**src/rtl/fetch_pc_unit_if.sv**
```systemverilog
// rtl/fetch_pc_unit_if.sv - I-cache fetch request/response bus between fetch PC unit and I-cache
interface fetch_pc_unit_if #(
  parameter int PC_WIDTH = 32
);
  logic                ic_req_valid;
  logic [PC_WIDTH-1:0] ic_req_addr;
  logic                ic_resp_valid;

  modport master (
    output ic_req_valid,
    output ic_req_addr,
    input  ic_resp_valid
  );

  modport slave (
    input  ic_req_valid,
    input  ic_req_addr,
    output ic_resp_valid
  );
endinterface

```
**src/rtl/fetch_pc_unit.sv**
```systemverilog
// rtl/fetch_pc_unit.sv - fetch PC generator with held redirects; FETCH_PC_STATS_EN enables stat counters
module fetch_pc_unit #(
  parameter int                  PC_WIDTH = 32,
  parameter logic [PC_WIDTH-1:0] RESET_PC = PC_WIDTH'(32'h0040_0000),
  parameter int                  PC_STEP  = 4
) (
  input  logic                clk,
  input  logic                rst_n,
  input  logic                i2i_stall,
  input  logic                i2i_flush,
  input  logic                load_pc_we,
  input  logic [PC_WIDTH-1:0] load_pc_new_pc,
  fetch_pc_unit_if.master     ic,
  output logic [PC_WIDTH-1:0] if_pc,
  output logic [PC_WIDTH-1:0] if_pc_next,
  output logic                redirect_pending,
  output logic                misaligned_redirect,
  output logic [31:0]         stat_fetches,
  output logic [31:0]         stat_redirects,
  output logic [31:0]         stat_stall_cycles
);

  typedef enum logic [1:0] {
    BOOT      = 2'd0,
    RUN       = 2'd1,
    MISS_WAIT = 2'd2
  } state_t;

  state_t              state_q, state_d;
  logic [PC_WIDTH-1:0] pc_q, pc_d;
  logic [PC_WIDTH-1:0] pending_pc_q, pending_pc_d;
  logic                pending_q, pending_d;
  logic                misaligned_q, misaligned_d;
  logic [PC_WIDTH-1:0] target_aligned;

  assign target_aligned = {load_pc_new_pc[PC_WIDTH-1:2], 2'b00};

  always_ff @(posedge clk or negedge rst_n) begin
    if (!rst_n) begin
      state_q      <= BOOT;
      pc_q         <= RESET_PC;
      pending_pc_q <= '0;
      pending_q    <= 1'b0;
      misaligned_q <= 1'b0;
    end else begin
      state_q      <= state_d;
      pc_q         <= pc_d;
      pending_pc_q <= pending_pc_d;
      pending_q    <= pending_d;
      misaligned_q <= misaligned_d;
    end
  end

  always_comb begin
    state_d      = state_q;
    pc_d         = pc_q;
    pending_pc_d = pending_pc_q;
    pending_d    = pending_q;
    misaligned_d = 1'b0;

    case (state_q)
      BOOT:      state_d = RUN;
      RUN:       if (!ic.ic_resp_valid) state_d = MISS_WAIT;
      MISS_WAIT: if (ic.ic_resp_valid) state_d = RUN;
      default:   state_d = BOOT;
    endcase

    // Redirect priority: flush beats everything, a stalled redirect is parked.
    if (i2i_flush) begin
      pending_d = 1'b0;
      state_d   = RUN;
    end else if (load_pc_we && !i2i_stall) begin
      pc_d         = target_aligned;
      pending_d    = 1'b0;
      state_d      = RUN;
      misaligned_d = |load_pc_new_pc[1:0];
    end else if (load_pc_we) begin
      pending_pc_d = target_aligned;
      pending_d    = 1'b1;
      misaligned_d = |load_pc_new_pc[1:0];
    end else if (!i2i_stall && pending_q) begin
      pc_d      = pending_pc_q;
      pending_d = 1'b0;
    end else if (!i2i_stall && ic.ic_resp_valid && state_q != BOOT) begin
      pc_d = pc_q + PC_WIDTH'(PC_STEP);
    end
  end

  assign ic.ic_req_valid     = (state_q != BOOT);
  assign ic.ic_req_addr      = pc_q;
  assign if_pc               = pc_q;
  assign if_pc_next          = pc_q + PC_WIDTH'(PC_STEP);
  assign redirect_pending    = pending_q;
  assign misaligned_redirect = misaligned_q;

`ifdef FETCH_PC_STATS_EN
  logic        fetch_ev;
  logic        redirect_ev;
  logic [31:0] fetches_q, redirects_q, stalls_q;

  assign fetch_ev    = ic.ic_req_valid & ic.ic_resp_valid & ~i2i_stall;
  assign redirect_ev = ~i2i_flush & ~i2i_stall & (load_pc_we | pending_q);

  always_ff @(posedge clk or negedge rst_n) begin
    if (!rst_n) begin
      fetches_q   <= '0;
      redirects_q <= '0;
      stalls_q    <= '0;
    end else begin
      if (fetch_ev && fetches_q != '1)       fetches_q   <= fetches_q + 32'd1;
      if (redirect_ev && redirects_q != '1)  redirects_q <= redirects_q + 32'd1;
      if (i2i_stall && stalls_q != '1)       stalls_q    <= stalls_q + 32'd1;
    end
  end

  assign stat_fetches      = fetches_q;
  assign stat_redirects    = redirects_q;
  assign stat_stall_cycles = stalls_q;
`else
  assign stat_fetches      = '0;
  assign stat_redirects    = '0;
  assign stat_stall_cycles = '0;
`endif

endmodule

```
**src/flat_wrapper.sv**
```systemverilog
// flat-port wrapper written by rule: the top's interface ports become plain ports
module fetch_pc_unit_flat 
#(
  parameter int                  PC_WIDTH = 32,
  parameter logic [PC_WIDTH-1:0] RESET_PC = PC_WIDTH'(32'h0040_0000),
  parameter int                  PC_STEP  = 4
)
  (clk, rst_n, i2i_stall, i2i_flush, load_pc_we, load_pc_new_pc, if_pc, if_pc_next, redirect_pending, misaligned_redirect, stat_fetches, stat_redirects, stat_stall_cycles, ic_ic_req_valid, ic_ic_req_addr, ic_ic_resp_valid);
  fetch_pc_unit_if #(.PC_WIDTH(PC_WIDTH)) ic_i ();
  input  logic clk;
  input  logic rst_n;
  input  logic i2i_stall;
  input  logic i2i_flush;
  input  logic load_pc_we;
  input  logic [PC_WIDTH-1:0] load_pc_new_pc;
  output logic [PC_WIDTH-1:0] if_pc;
  output logic [PC_WIDTH-1:0] if_pc_next;
  output logic redirect_pending;
  output logic misaligned_redirect;
  output logic [31:0] stat_fetches;
  output logic [31:0] stat_redirects;
  output logic [31:0] stat_stall_cycles;
  output wire logic [$bits(ic_i.ic_req_valid)-1:0] ic_ic_req_valid;
  output wire logic [$bits(ic_i.ic_req_addr)-1:0] ic_ic_req_addr;
  input wire logic [$bits(ic_i.ic_resp_valid)-1:0] ic_ic_resp_valid;
  assign ic_ic_req_valid = ic_i.ic_req_valid;
  assign ic_ic_req_addr = ic_i.ic_req_addr;
  assign ic_i.ic_resp_valid = ic_ic_resp_valid;
  fetch_pc_unit #(.PC_WIDTH(PC_WIDTH), .RESET_PC(RESET_PC), .PC_STEP(PC_STEP)) u_core (.clk(clk), .rst_n(rst_n), .i2i_stall(i2i_stall), .i2i_flush(i2i_flush), .load_pc_we(load_pc_we), .load_pc_new_pc(load_pc_new_pc), .ic(ic_i), .if_pc(if_pc), .if_pc_next(if_pc_next), .redirect_pending(redirect_pending), .misaligned_redirect(misaligned_redirect), .stat_fetches(stat_fetches), .stat_redirects(stat_redirects), .stat_stall_cycles(stat_stall_cycles));
endmodule
```
**config.mk**
```make
export PLATFORM = sky130hd
export DESIGN_NAME = fetch_pc_unit_flat
export DESIGN_NICKNAME = d
export VERILOG_FILES = /design/src/rtl/fetch_pc_unit_if.sv /design/src/rtl/fetch_pc_unit.sv /design/src/flat_wrapper.sv
export SDC_FILE = /design/constraint.sdc
export NUM_CORES = 1
export LEC_CHECK = 0
export BUFFER_PORTS_ARGS = -buffer_cell sky130_fd_sc_hd__clkbuf_2
export CAP_MARGIN = 10
export CORE_ASPECT_RATIO = 0.7
export CORE_MARGIN = 5
export CORE_UTILIZATION = 43
export DETAILED_ROUTE_END_ITERATION = 12
export GPL_TIMING_DRIVEN = 0
export HOLD_SLACK_MARGIN = 0.15
export PLACE_DENSITY = 0.78
export SYNTH_ARGS = -nofsm -noshare
export SYNTH_HDL_FRONTEND = slang
export SYNTH_SLANG_ARGS = --single-unit
```
**constraint.sdc**
```tcl
create_clock -name clk -period 1.9 [get_ports clk]
set_input_delay 0.095 -clock clk [delete_from_list [all_inputs] [get_ports clk]]
set_output_delay 0.095 -clock clk [all_outputs]
set_load 0.01 [all_outputs]
```
After elaboration in Yosys (flattened, before gate mapping)
Cells that the tools add are included.
{ "classes": {"n_reduce_logical": 13, "bitwise_logic": 2, "add_sub_neg": 1, "muxes": 16, "n_eq_ne": 5} }
{ "ops": {"columns": ["op", "count"], "rows": [
  ["two-way mux 32 bit", 4],
  ["adder 32 x 3 -> 32 bit, second input constant", 1],
  ["two-way mux 2 bit", 4],
  ["!= test 4 x 3 -> 1 bit, second input constant", 2],
  ["two-way mux 1 bit", 7],
  ["case mux 2 bit (3 select lines)", 1],
  ["AND reduction 3 bit", 2],
  ["logical AND 1 bit", 4],
  ["nonzero test 4 bit", 1],
  ["nonzero test 3 bit", 1],
  ["== test 2 x 1 -> 1 bit, second input constant", 1],
  ["== test 2 bit, second input constant", 1],
  ["logical NOT 2 bit", 1],
  ["!= test 2 x 1 -> 1 bit, second input constant", 1],
  ["NOT 1 bit", 2],
  ["AND reduction 2 bit", 1],
  ["nonzero test 2 bit", 1],
  ["OR reduction 2 bit", 1],
  ["logical NOT 1 bit", 1]
]} }
{ "totals": {"elab_cells": 42, "out_inout_bits": 195, "inputBits": 38, "regBits": 66} }

Longest topological paths before layout
{ "logic_depth": {"depth_word": 7, "mapped_depth": 7} }

Worst setup path after synthesis
OpenSTA, ideal clock, no wires.
{ "synth_path": {"path_type": "register to output", "startpoint": "reg u_core.pc_q[2] (netlist: u_core.ic.ic_req_addr[2])", "endpoint": "out if_pc_next[28]", "t_arrival_ns": 1.797, "path_slack_ns": 0.008, "n_path_buf": 0, "stages_incl_launch_ff": 6, "cell_sequence": "dfrtp_1 ha_1 nand3_2 or2_4 or4_4 xnor2_1"} }
{ "synth_between": {"elab_chain_len": 1} }
{ "synth_lines": {"columns": ["element", "line_no", "rtl"], "rows": [
  ["start: declaration", "fetch_pc_unit.sv:30", "logic [PC_WIDTH-1:0] pc_q, pc_d;"],
  ["start signal: assignment", "fetch_pc_unit.sv:47", "pc_q <= pc_d;"],
  ["adder 32 x 3 -> 32 bit", "fetch_pc_unit.sv:92", "assign if_pc_next = pc_q + PC_WIDTH'(PC_STEP);"],
  ["end: declaration", "flat_wrapper.sv:17", "output logic [PC_WIDTH-1:0] if_pc_next;"]
]} }
Every way passes these cells.

Worst setup path in the final report
{ "layout_path": {"startpoint": "reg u_core.pc_q[17] (netlist: u_core.ic.ic_req_addr[17])", "endpoint": "out if_pc_next[28]"} }
Same word-level chain as after synthesis.

==> metrics.md <==
| Metric | Value |
|---|---|
| Status | `complete, but fails checks` |
| Failing checks | `setup timing` |
| Vias in the first global route | `4652` |
| Comb power frac | `41.3%` |
| Drt pass-1 iters | `6` |
| Core area | `0.0110 mm²` |
| Max-slew violations | `0` |
| Final setup viols | `30` |
| Worst endpoint required time | `1.80 ns` |
| Unique masters post-synth | `62` |
| Starting Density | `43.7%` |
| Worst Max-Slew Pin Slew | `0.901 ns` |
| Crit start category | `flip-flop` |
| FMAX | `435 MHz` |
| Drt total wl | `18.4 mm` |
| Clock sink count | `64` |
| # rows | `32` |
| Mapped Area | `0.00480 mm²` |
| M1 wire length | `6.80 mm` |
| Int Pwr | `4.00 mW` |
| Most numerous cell in the Yosys netlist | `buf_4` |
| Cts bufs inserted | `9` |
| Clock Latency Late Sink | `0.34 ns` |
| Async SR Flop Fraction | `100%` |
| Mean routed wirelength per cell | `18.1 µm` |
| Reg power frac | `32.6%` |
| Area contributors post-synth | `dfrtp_1 (33%), buf_4 (21%), mux2_2 (7.0%)` |
| Vias post-DR | `5326` |
| Critical path class | `reg -> out` |
| Leak Pwr | `3.91 nW` |
| Highest metal used | `met4` |
| Last weighted congestion value of the routability-driven placer | `0.882` |
| Layout net count | `899` |
| Hold WS | `0.291 ns` |
| VDD IR max | `0.458 mV` |
| Max stage delay on crit path | `0.61 ns` |
| Crit end category | `primary output` |
| Switching Fraction | `36.3%` |
| GRT Util Overall | `23.1%` |
| Port bufs | `129` |
| Buf+Inv Stages, Crit Path | `1` |
| Final Hold Viols | `0` |
| Maxcap violations | `0` |
| Min Clock Period, post-route | `2.30 ns` |
| Hpwl dp | `11.2 mm` |
| Final period util | `121%` |
| Power density over the cells | `834 mW/mm²` |
| Post-synth top cells | `buf_4 (134), dfrtp_1 (63), nand2_1 (32)` |
| Slew HR | `40.0%` |
| Sequential share of the synthesized area | `33.4%` |
| Synth-to-Final Area Change | `57.0%` |
| Worst path arrival time | `2.21 ns` |
| Worst Setup Slack, final | `-0.401 ns` |
| Layout Skew | `0.00718 ns` |
| Setup crit start | `u_core.ic.ic_req_addr[17]` |
| Pin count of the biggest net entering global routing | `65` |
| Slowest CP cell | `or4_4` |
| Synth area leader | `dfrtp_1` |
| Non-filler cells, final | `1017` |
| Antenna-violating nets left | `0` |
| Ys flop type | `dfrtp_1` |
| Synth Area per Inst | `9.01 µm²` |
| RSZ-0062 raised after global routing | `true` |
| Clock root buffer | `clkbuf_16` |
| Clk pin slew, worst setup/hold paths | `0.05 ns` |
| Initial antenna violation count | `0` |
| Placed insts | `915` |
| Worst r2r src | `u_core.ic.ic_req_addr[17]` |
| Remaining DRCs | `0` |
| Die area | `0.0134 mm²` |
| Hold Path Class | `in -> reg` |
| Layout cell share with drive strength beyond 1 | `51.7%` |
| #FFs+latches synth | `64` |
| Starting DRT DRC Count | `690` |
| Clock buffer depth | `2` |
| Met3 WL | `2.32 mm` |
| First-pass GRT wire length | `24.6 mm` |
| Delay-heaviest family, CP | `simple AND/OR/NAND/NOR gates` |
| Hold Path Origin | `i2i_flush` |
| Met2 routed WL | `8.38 mm` |
| H-tree levels | `3` |
| Sw Pwr | `2.28 mW` |
| Post-synth EDFFs | `0` |
| Area share of the largest cell type after synthesis | `32.9%` |
| CP max FO | `7` |
| Yosys warns | `0` |
| GRT overflow | `0` |
| Ant. Diodes | `0` |
| Die height | `98.4 µm` |
| Crit path cell chain | `and2_1 > nand4_1 > or4_4 > xnor2_2 > buf_2` |
| Mapped Cells | `532` |
| IO Count | `233` |
| TritonCTS clock tree | `yes` |
| Die X | `136 µm` |
| Vias/cell | `5.24` |
| Clock power share | `26.1%` |
==> layer usage <==
layer / vias to the layer above / track usage (%)
li1: 2313 / -
met1: 2449 / 30.3
met2: 449 / 37.3
met3: 115 / 7.16
met4: 0 / 6.04
met5: - / 0
==> metrics by stage <==
step	power [mW]	TNS [ns]	utilization (%)	area (µm²)	setup WS, ns
floorplan	3.31	0	-	5170	0.00768
global placement	4.07	-6.30	54.8	6010	-0.418
detailed placement	4.11	-6.73	54.8	6010	-0.416
CTS	5.99	-1.78	64.8	7110	-0.222
global route	6.54	-7.11	68.6	7530	-0.475
finish	6.28	-4.24	68.6	7530	-0.401
==> repair_timing <==
action                     4_1_cts  5_1_grt
setup buffers                   32       25
hold endpoints to repair       111        0
pin swaps                       17       26
cloned                           0        0
gates resized for setup         63       93
setup endpoints to repair       53       71
hold buffers                    36        0
==> cell usage in the layout (no fill, tap or decap), types with 5 or more instances in the layout <==
master,count
a21oi_1,17
a22o_1,5
a22oi_1,7
and4_4,5
buf_2,26
buf_4,170
buf_6,17
clkbuf_1,5
clkbuf_16,9
clkbuf_2,113
clkbuf_4,5
conb_1,102
dfrtp_1,47
dfrtp_2,16
dlygate4sd3_1,36
inv_1,7
mux2_2,30
nand2_1,27
nand3_1,9
nand4_1,9
nor2_1,25
nor3_1,6
o21ai_0,23
o22ai_1,7
xnor2_1,14
xor2_1,10
==> registers in the layout, summed over array words and instances, names as in the netlist <==
signal and flops:
u_core.redirect_pending 1, u_core.state_q 2, u_core.pending_pc_q 30, u_core.ic.ic_req_addr 30, u_core.misaligned_redirect 1
==> worst register-to-register path, stage by stage, from the launching register on <==
cell and delay [ns]:
dfrtp_2 0.43, and2_1 0.26, nand4_1 0.28, or4_4 0.61
buf_6 0.15, buf_6 0.11, a21oi_4 0.12, a2bb2oi_2 0.14
==> logic make-up (layout without fill, tap and decap cells) <==
family / after synthesis / in the layout / share of synthesized area (%)
AND/OR/NAND/NOR: 128 / 128 / 14.0
multiplexers: 32 / 32 / 7.46
AO/OA/AOI/OAI: 111 / 111 / 15.7
buffers and inverters: 165 / 396 / 23.6
adder cells (fa/ha/maj): 2 / 2 / 0.470
XOR/XNOR: 29 / 29 / 5.30
flip-flops: 64 / 64 / 33.4
other: 1 / 102 / 0.0782
==> final cells by class <==
class | count | area (µm²)
buffer | 155 | 1120
clock buffer | 11 | 243
clock inverter | 4 | 45.0
fill | 836 | 3440
inverter | 7 | 26.3
multi-input combinational | 404 | 2780
sequential | 64 | 1620
tap | 153 | 191
timing repair buffer | 219 | 1490
==> worst paths after layout <==
check	to	slack [ns]	cells past startpoint
worst max-delay path	if_pc_next[28]	-0.40	5
worst min-delay path	u_core.state_q[0]	0.29	3
worst max register to register	u_core.ic.ic_req_addr[28]	-0.26	7
worst min register to register	u_core.pending_pc_q[5]	0.50	1
max in group asynchronous	u_core.ic.ic_req_addr[18]	0.80	2
min in group asynchronous	u_core.ic.ic_req_addr[4]	0.44	2
==> power by group through the flow <==
stage	clock (mW)	combinational (mW)	sequential (mW)
2_1_floorplan	0	1.31	2.00
3_5_place_dp	0	2.09	2.02
6_report	1.64	2.59	2.05
3_3_place_gp	0	2.07	2.01
5_1_grt	1.69	2.76	2.09
4_1_cts	1.62	2.37	2.00
Power figures use the tool's default switching activity.
